## src/rtl/fetch_ctrl_pkg.sv

```systemverilog
// Shared definitions for the instruction fetch controller: FSM state encoding,
// default reset/exception addresses and the word-alignment helper.
package fetch_ctrl_pkg;

    localparam logic [31:0] DEF_RESET_PC   = 32'h0000_0000;
    localparam logic [31:0] DEF_EXC_VECTOR = 32'h0000_0020;
    localparam logic [31:0] PC_STEP        = 32'd4;

    typedef enum logic [1:0] {
        ST_IDLE  = 2'b00,
        ST_FETCH = 2'b01,
        ST_DRAIN = 2'b10
    } fetch_state_e;

    // Fetch addresses are always word aligned; low two bits are dropped.
    function automatic logic [31:0] word_align(input logic [31:0] addr);
        return addr & ~32'h0000_0003;
    endfunction

endpackage

```

## src/rtl/fetch_redir_sel.sv

```systemverilog
// Redirect priority and target selection for fetch_ctrl (combinational).
// Exception redirects exist only when FETCH_EXC_EN is defined.
module fetch_redir_sel
    import fetch_ctrl_pkg::*;
`ifdef FETCH_EXC_EN
#(
    parameter logic [31:0] EXC_VECTOR = DEF_EXC_VECTOR
)
`endif
(
    input  logic        in_drain,
    input  logic        stall,
    input  logic        branch_flag,
    input  logic [31:0] branch_target,
`ifdef FETCH_EXC_EN
    input  logic        exc_flag,
`endif
    output logic        redir_valid,
    output logic [31:0] redir_target
);

    logic br_hit;

    // Branches are dropped under stall, and while draining a redirect is already owned.
    assign br_hit = branch_flag && !stall && !in_drain;

`ifdef FETCH_EXC_EN
    assign redir_valid  = exc_flag || br_hit;
    assign redir_target = word_align(exc_flag ? EXC_VECTOR : branch_target);
`else
    assign redir_valid  = br_hit;
    assign redir_target = word_align(branch_target);
`endif

endmodule

```

## src/rtl/fetch_ctrl.sv

```systemverilog
// Instruction fetch controller: IDLE/FETCH/DRAIN FSM, PC and pending-redirect registers.
// Define FETCH_EXC_EN to enable exception redirects to EXC_VECTOR.
module fetch_ctrl
    import fetch_ctrl_pkg::*;
#(
    parameter logic [31:0] RESET_PC   = DEF_RESET_PC,
    parameter logic [31:0] EXC_VECTOR = DEF_EXC_VECTOR
) (
    input  logic        clk,
    input  logic        rst,
    input  logic        stall,
    input  logic        branch_flag,
    input  logic [31:0] branch_target,
    input  logic        exc_flag,
    input  logic        imem_ack,
    output logic [31:0] pc,
    output logic        ce,
    output logic        flush
);

    fetch_state_e state_reg, state_next;
    logic [31:0]  pc_reg, pc_next;
    logic [31:0]  pend_reg, pend_next;
    logic         flush_reg, flush_next;

    logic         redir_valid;
    logic [31:0]  redir_target;
    logic         in_drain;

    assign in_drain = (state_reg == ST_DRAIN);

`ifdef FETCH_EXC_EN
    fetch_redir_sel #(
        .EXC_VECTOR    (EXC_VECTOR)
    ) u_redir_sel (
        .in_drain      (in_drain),
        .stall         (stall),
        .branch_flag   (branch_flag),
        .branch_target (branch_target),
        .exc_flag      (exc_flag),
        .redir_valid   (redir_valid),
        .redir_target  (redir_target)
    );
`else
    fetch_redir_sel u_redir_sel (
        .in_drain      (in_drain),
        .stall         (stall),
        .branch_flag   (branch_flag),
        .branch_target (branch_target),
        .redir_valid   (redir_valid),
        .redir_target  (redir_target)
    );

    // Sink for the exception input and vector, which have no function in this build.
    logic unused_exc;
    assign unused_exc = ^{exc_flag, EXC_VECTOR};
`endif

    always_ff @(posedge clk) begin
        if (!rst) begin
            state_reg <= ST_IDLE;
            pc_reg    <= RESET_PC;
            pend_reg  <= '0;
            flush_reg <= 1'b0;
        end else begin
            state_reg <= state_next;
            pc_reg    <= pc_next;
            pend_reg  <= pend_next;
            flush_reg <= flush_next;
        end
    end

    // flush is registered: it is high in the first cycle that pc shows a redirect target.
    always_comb begin
        state_next = state_reg;
        pc_next    = pc_reg;
        pend_next  = pend_reg;
        flush_next = 1'b0;
        case (state_reg)
            ST_IDLE: begin
                state_next = ST_FETCH;
            end
            ST_FETCH: begin
                if (redir_valid) begin
                    if (imem_ack) begin
                        pc_next    = redir_target;
                        flush_next = 1'b1;
                    end else begin
                        pend_next  = redir_target;
                        state_next = ST_DRAIN;
                    end
                end else if (imem_ack && !stall) begin
                    pc_next = pc_reg + PC_STEP;
                end
            end
            ST_DRAIN: begin
                if (imem_ack) begin
                    pc_next    = redir_valid ? redir_target : pend_reg;
                    flush_next = 1'b1;
                    state_next = ST_FETCH;
                end else if (redir_valid) begin
                    pend_next = redir_target;
                end
            end
            default: begin
                state_next = ST_IDLE;
            end
        endcase
    end

    assign pc    = pc_reg;
    assign ce    = (state_reg != ST_IDLE);
    assign flush = flush_reg;

endmodule

```

## config.mk

```make
export PLATFORM = sky130hd
export DESIGN_NAME = fetch_ctrl
export DESIGN_NICKNAME = d
export VERILOG_FILES = /design/src/rtl/fetch_ctrl_pkg.sv /design/src/rtl/fetch_redir_sel.sv /design/src/rtl/fetch_ctrl.sv
export SDC_FILE = /design/constraint.sdc
export NUM_CORES = 1
export LEC_CHECK = 0
export BUFFER_PORTS_ARGS = -buffer_cell sky130_fd_sc_hd__buf_2
export CAP_MARGIN = 20
export CORE_UTILIZATION = 59
export DETAILED_ROUTE_END_ITERATION = 10
export PLACE_DENSITY = 0.84
export SLEW_MARGIN = 20
export SYNTH_ARGS = -nofsm -noshare
export SYNTH_HDL_FRONTEND = slang
export SYNTH_SLANG_ARGS = --single-unit
export TNS_END_PERCENT = 30
```

## constraint.sdc

```tcl
create_clock -name clk -period 6.3 [get_ports clk]
set_input_delay 0.63 -clock clk [delete_from_list [all_inputs] [get_ports clk]]
set_output_delay 0.63 -clock clk [all_outputs]
set_load 0.01 [all_outputs]
```

==> impl_results.md, run 1 <==
- Die H: 79.9 µm
- RSZ-0062 raised after global routing: no
- Filler Cell Count: 496
- Worst rel slew slack: 0.295
- Slew @ Worst Pin: ~1.1 ns
- Sequential-to-total area share from yosys stat: 0.374
- Clock root cell: clkbuf_8
- DRT Pass-1 Iters: 6
- Post-Layout Cell Count: 568
- Core region area: 5890 µm²
- Commonest non-fill, non-tap cell in the layout: buf_2
- Pwr dens: between 200 and 300 nW/µm²
- Max Cap Viol: 0
- CP Class: flop to flop
- Max Root-Sink Buffers: 2
- Leak: between 1.5 and 2 nW
- Ys async rst share: 0
- Die Width: ~80 µm
- CP required: between 6 and 7 ns
- CTS Buf Count: 9
- Nets: 530
- Largest cells by area after synthesis: dfxtp_1 (37%), mux2i_1 (9.5%), nor2_1 (6.1%)
- Synth Cell Area: 3580 µm²
- Synthesized area per cell: 8.11 µm²
- Pins Over Slew Limit: 0
- Leading area contributor after synthesis: dfxtp_1
- GRT Residual Overflow: 0
- Routed len/inst: 17.6 µm
- Warnings from Yosys: 0
- DP HPWL: 6.27 mm
- Commonest cells after routing, fill and taps aside: buf_2 (68), dfxtp_1 (67), nor2_1 (58)
- Final Skew: around 0.0075 ns
- Post-CTS resize count: 0
- Worst-Skew Late Latency: between 0.3 and 0.4 ns
- Outcome: completed
- Sum of negative setup slack: 0 ns
- Vias in the first global route: approximately 3300
- Met2 Usage GRT: 0.530
- Fmax: just over 300 MHz
- DRC viols: 0
- IO Pins: 72
- Largest net degree at the start of global routing: 48
- GR peak layer: met2
- Area Growth Syn to Fin: 14.5%
- Kind of end point of the critical path: flop
- Most used DFF post-synth: dfxtp_1
- Layout cell share with drive strength beyond 1: 0.205
- Placed cell count: ~550
- Minimum clock period: 3.30 ns
- Crit path max fanout: 47
- Final Worst Setup Slack: approximately 3 ns
- GRT Util Overall: 0.326
- Startpoint types: flop
- Post-Syn Nets: roughly 480
- Final Setup Violations: 0
- Post-Route WL: 10.0 mm
- Row Count: 28
- CTS Sinks: between 60 and 70
- Antenna cell count: 0
- Drt initial violations: roughly 410
- HP Class: flop to flop
- Synth top area share: 0.374
- First-pass GRT wire length: around 16 mm
- Antenna viol nets, final: 0
- CTS tree: built
- Routability cong.: between 0.8 and 0.9
- Post-synth EDFFs: 0
- Initial Utilization: 0.609
- Syn Inst Count: 442
- Clk slew on worst S/H paths: roughly 0.080 ns
- Synth Register Bits: between 60 and 70
- Met3 usage: 0.0686
- Hold Fails Final Rpt: 0
- Cts hold-fix bufs: 0
- CP Data Arrival Time: ~3.5 ns
- Antenna violations before repair: 0
- DIE AREA: between 6000 and 7000 µm²
- Via Count: around 3700
- Final worst-path cycle share: 0.523
- Met1 usage: 0.409
- Post-DR vias/cell: 6.43
- I/O Buffers: 68
- CTS H-tree depth: 3
- Max VDD drop: 0.144 mV
- Dpl ws: just over 3 ns
- Setup bufs post-CTS: 0
- Synth unique cells: 60
## Yosys cell counts, types with 3 or more instances
library cell and instances:
a211oi_1 14, a21oi_1 33, a2bb2oi_1 5, a311oi_1 5, a31oi_1 5, and2_1 3
and3_1 5, buf_1 3, buf_2 6, clkbuf_1 24, dfxtp_1 67, ha_1 4
inv_1 8, mux2i_1 34, nand2_1 30, nand2b_1 3, nand3_1 13, nand4_1 5
nor2_1 58, nor3_1 21, nor4_1 6, o21a_1 4, o21ai_0 33, o221ai_1 3
or3_1 6
## worst max-delay path, cell delays in order, from the launching register on
cell and delay, ns:
dfxtp_1 0.37, inv_1 0.08, ha_1 0.19, buf_4 0.28, inv_1 0.79, and3_2 1.05
mux2i_1 0.29, nor2_1 0.06
## per-stage QoR
step / total power, mW / util / area, µm² / hold slack (ns)
final: 1.08 / 0.697 / 4110 / 0.462
after global routing: 1.12 / 0.697 / 4110 / 0.498
after CTS: 1.08 / 0.697 / 4110 / 0.467
after detailed placement: 0.667 / 0.659 / 3880 / 0.456
after global placement: 0.660 / 0.659 / 3880 / 0.442
after floorplan: 0.615 / - / 3580 / 0.442
## area by class of cell
type                       count  area [µm²]  share of cell area
clock buffer                  10         138              0.0335
clock inverter                 6        88.8              0.0216
tap                           75        93.8              0.0229
multi-input combinational    330        2050               0.499
timing repair buffer          71         363              0.0884
sequential                    67        1340               0.327
inverter                       9        33.8             0.00823
## logic make-up after synthesis
logic type               share of synthesized area
AND/OR/NAND/NOR                              0.228
AO/OA/AOI/OAI                                0.233
flip-flops                                   0.374
buffers and inverters                       0.0562
multiplexers                                0.0949
adder cells (fa/ha/maj)                     0.0140
## where the power goes
group | total (mW) | internal [mW] | switching (mW)
registers | 0.476 | 0.454 | 0.0227
clock network | 0.415 | 0.233 | 0.182
logic | 0.185 | 0.0754 | 0.109
## path summary, 6_finish.rpt
| path | from | to | slack, ns | cells past startpoint |
|---|---|---|---|---|
| hold reg to reg | pc[0]$_SDFFE_PN0P_ | pc[0]$_SDFFE_PN0P_ | 0.46 | 2 |
| setup reg to reg | state_reg[0]$_SDFFE_PN0P_ | flop | 3.00 | 7 |
| setup / recovery | state_reg[0]$_SDFFE_PN0P_ | flop | 3.00 | 7 |
| hold / removal | pc[0]$_SDFFE_PN0P_ | pc[0]$_SDFFE_PN0P_ | 0.46 | 2 |
## routing by layer
layer	vias up	wire, µm
met3	35	706
met4	0	264
met5	-	0
met1	1710	4230
met2	181	4810
li1	1725	-
No activity file was read; power rests on OpenSTA's default activity.
==> inputs of run 2 (changes only) <==
- CORE_UTILIZATION: 59 -> 55
- PLACE_DENSITY: 0.84 -> 0.79
- clock period: 6.3 -> 3.1 ns (I/O delays scaled with it)
==> run 2 against run 1 <==
Routed wire length hardly changed; first-iteration DRC count is 33% lower; via count rose by 0.68%; non-clock buffer count increased by 9; worst setup slack worse by 2.3 ns; clock power increased by 78%; hold slack worse by 0.26 ns; clock-buffer cell count rose by 3; highest routed layer unchanged.
==> impl_results.md, run 2 (same netlist as run 1, synthesis figures left out) <==
- Worst-Skew Late Latency: 0.35 ns (was 0.36 ns)
- WP buf/inv: 2 (was 3)
- Commonest non-fill, non-tap cell in the layout: buf_2 (unchanged)
- Max Root-Sink Buffers: 2 (unchanged)
- Sw Ratio: 0.286 (was 0.292)
- Switching power: 0.604 mW (was 0.314 mW)
- Antenna violations before repair: 0 (unchanged)
- Total Power: 2.11 mW (was 1.08 mW)
- Hold depth: 3 (was 2)
- Clock root cell: clkbuf_8 (unchanged)
- Vias in the first global route: 3215 (was 3319)
- Fin util: 0.660 (was 0.697)
- Kind of end point of the critical path: flop (unchanged)
- Die Width: 82.7 µm (was 79.9 µm)
- DP HPWL: 6.63 mm (was 6.27 mm)
- Kind of cell adding the most delay to the critical path: simple AND/OR/NAND/NOR gates (was buffers and inverters)
- Leak: 1.70 nW (was 1.65 nW)
- DRT Pass-1 Iters: 5 (was 6)
- Commonest cells after routing, fill and taps aside: buf_2 (68), dfxtp_1 (67), nor2_1 (58) (unchanged)
- Pins Over Slew Limit: 0 (unchanged)
- Cts hold-fix bufs: 0 (unchanged)
- GRT Util Overall: 0.309 (was 0.326)
- Row Count: 29 (was 28)
- Fmax: 415 MHz (was 303 MHz)
- Worst rel slew slack: 0.432 (was 0.295)
- DIE AREA: 6840 µm² (was 6390 µm²)
- CTS Buf Count: 9 (unchanged)
- Area Growth Syn to Fin: 16.3% (was 14.5%)
- Minimum clock period: 2.41 ns (was 3.30 ns)
- RSZ-0062 raised after global routing: no (unchanged)
- Initial Utilization: 0.568 (was 0.609)
- CTS tree: built (unchanged)
- Max VDD drop: 0.354 mV (was 0.144 mV)
- Start of the worst register-to-register path: state_reg[0]$_SDFFE_PN0P_ (unchanged)
- Layout cell share with drive strength beyond 1: 0.214 (was 0.205)
- Clk slew on worst S/H paths: 0.07 ns (was 0.08 ns)
- Hold_sp: branch_target[24] (was pc[0]$_SDFFE_PN0P_)
- Crit path max fanout: 32 (was 47)
- Post-CTS resize count: 0 (unchanged)
- Core region area: 6310 µm² (was 5890 µm²)
- CTS Sinks: 67 (unchanged)
- Routed len/inst: 17.3 µm (was 17.6 µm)
- Area of the multi-input gates: 2050 µm² (unchanged)
- Largest net degree at the start of global routing: 47 (was 48)
- Nets: 539 (was 530)
- Critical path, cell by cell: inv_1 -> ha_1 -> buf_4 -> nor2_1 -> nor2_1 -> a311oi_1 -> nor3_1 (was inv_1 -> ha_1 -> buf_4 -> inv_1 -> and3_2 -> mux2i_1 -> nor2_1)
- Routability cong.: 0.873 (was 0.842)
- Worst stage delay on the critical path: 0.59 ns (was 1.05 ns)
- I/O Buffers: 68 (unchanged)
- Dpl cell area: 3970 µm² (was 3880 µm²)
- CP required: 3.30 ns (was 6.52 ns)
- Final Skew: 0.00832 ns (was 0.00752 ns)
- Drt initial violations: 272 (was 409)
- Post-Layout Cell Count: 578 (was 568)
- Comb pwr share: 0.190 (was 0.171)
- Post-DR vias/cell: 6.36 (was 6.43)
- Placed cell count: 563 (was 552)
- Post-Route WL: 10.0 mm (about the same)
- Slew @ Worst Pin: 0.850 ns (was 1.05 ns)
- Via Count: 3676 (was 3651)
- GRT Residual Overflow: 0 (unchanged)
- Outcome: completed (unchanged)
- Antenna cell count: 0 (unchanged)
- Internal power: 1.51 mW (was 0.762 mW)
- Hold Fails Final Rpt: 0 (unchanged)
- IO Pins: 72 (unchanged)
- Final Instance Area: 4170 µm² (was 4110 µm²)
- Max Cap Viol: 0 (unchanged)
- Register area: 1340 µm² (unchanged)
- First-pass GRT wire length: 15.9 mm (was 16.0 mm)
- Power share of the clock group: 0.351 (was 0.386)
- Reg2reg end: pc[15]$_SDFFE_PN0P_
- Filler Cell Count: 575 (was 496)
- Pwr dens: 506 nW/µm² (was 262 nW/µm²)
- Sum of negative setup slack: 0 ns (unchanged)
- CP Data Arrival Time: 2.60 ns (was 3.51 ns)
- CP Class: flop to flop (unchanged)
- Die H: 82.7 µm (was 79.9 µm)
- Final worst-path cycle share: 0.777 (was 0.523)
- Setup bufs post-CTS: 0 (unchanged)
- Antenna viol nets, final: 0 (unchanged)
- Final Setup Violations: 0 (unchanged)
- Worst Reg-to-Reg Cells: 7 (unchanged)
- Flop pwr share: 0.459 (was 0.443)
- Startpoint types: flop (unchanged)
- Top cell by count, worst path: nor2_1 (was inv_1)
- CP max stage cell: nor2_1 (was and3_2)
- CTS H-tree depth: 3 (unchanged)
- DRC viols: 0 (unchanged)
- HP Class: input port to flop (was flop to flop)
- R2r setup slk: 0.69 ns (was 3.00 ns)
==> run 2: cell count changes in the layout (fill, tap and decap cells not counted), sizes merged <==
cell,change
clkinvlp,-2
clkinv,-1
bufinv,-1
buf,+9
clkbuf,+3
==> run 2: metrics by stage <==
stage          hold slack, ns  setup slack [ns]
2_1_floorplan           0.436              1.01
3_3_place_gp            0.445             0.803
3_5_place_dp            0.454             0.739
4_1_cts                 0.207             0.749
5_1_grt                 0.212             0.530
6_report                0.204             0.692
==> run 2: per-layer routing <==
layer  global-route usage  routed length (µm)  up-vias
met1                0.414                4420     1769
met5                    0                   0        -
met3               0.0593                 708       10
met4                0.103                  85        0
met2                0.498                4790      162
li1                     -                   -     1735
==> run 2: layout make-up <==
class | instances | area share
repair buffers | 80 | 0.109
clock inverters | 2 | 0.00841
well taps | 77 | 0.0231
inverters | 9 | 0.00811
clock buffers | 13 | 0.0381
multi-input cells | 330 | 0.491
flip-flops and latches | 67 | 0.322
==> run 2: worst min-delay path: stages <==
cell and delay [ns]:
buf_2 0.08, mux2i_1 0.06, nor2_1 0.07
==> run 2: worst max path at each step <==
stage	from	to	slack, ns	depth (start not counted)
floorplan	pc[2]$_SDFFE_PN0P_	pc[28]$_SDFFE_PN0P_	1.01	7
global placement	state_reg[0]$_SDFFE_PN0P_	pc[17]$_SDFFE_PN0P_	0.80	7
detailed placement	state_reg[0]$_SDFFE_PN0P_	pc[15]$_SDFFE_PN0P_	0.74	7
CTS	state_reg[0]$_SDFFE_PN0P_	pc[15]$_SDFFE_PN0P_	0.75	7
global route	state_reg[1]$_SDFFE_PN0P_	pc[4]$_SDFFE_PN0P_	0.53	7
finish	state_reg[0]$_SDFFE_PN0P_	pc[15]$_SDFFE_PN0P_	0.69	7
==> run 2: power by group through the flow <==
stage	clock, mW	combinational, mW	sequential, mW
floorplan	0	0.268	0.982
global placement	0	0.387	0.983
detailed placement	0	0.397	0.987
CTS	0.744	0.398	0.968
global route	0.784	0.438	0.976
finish	0.740	0.401	0.970
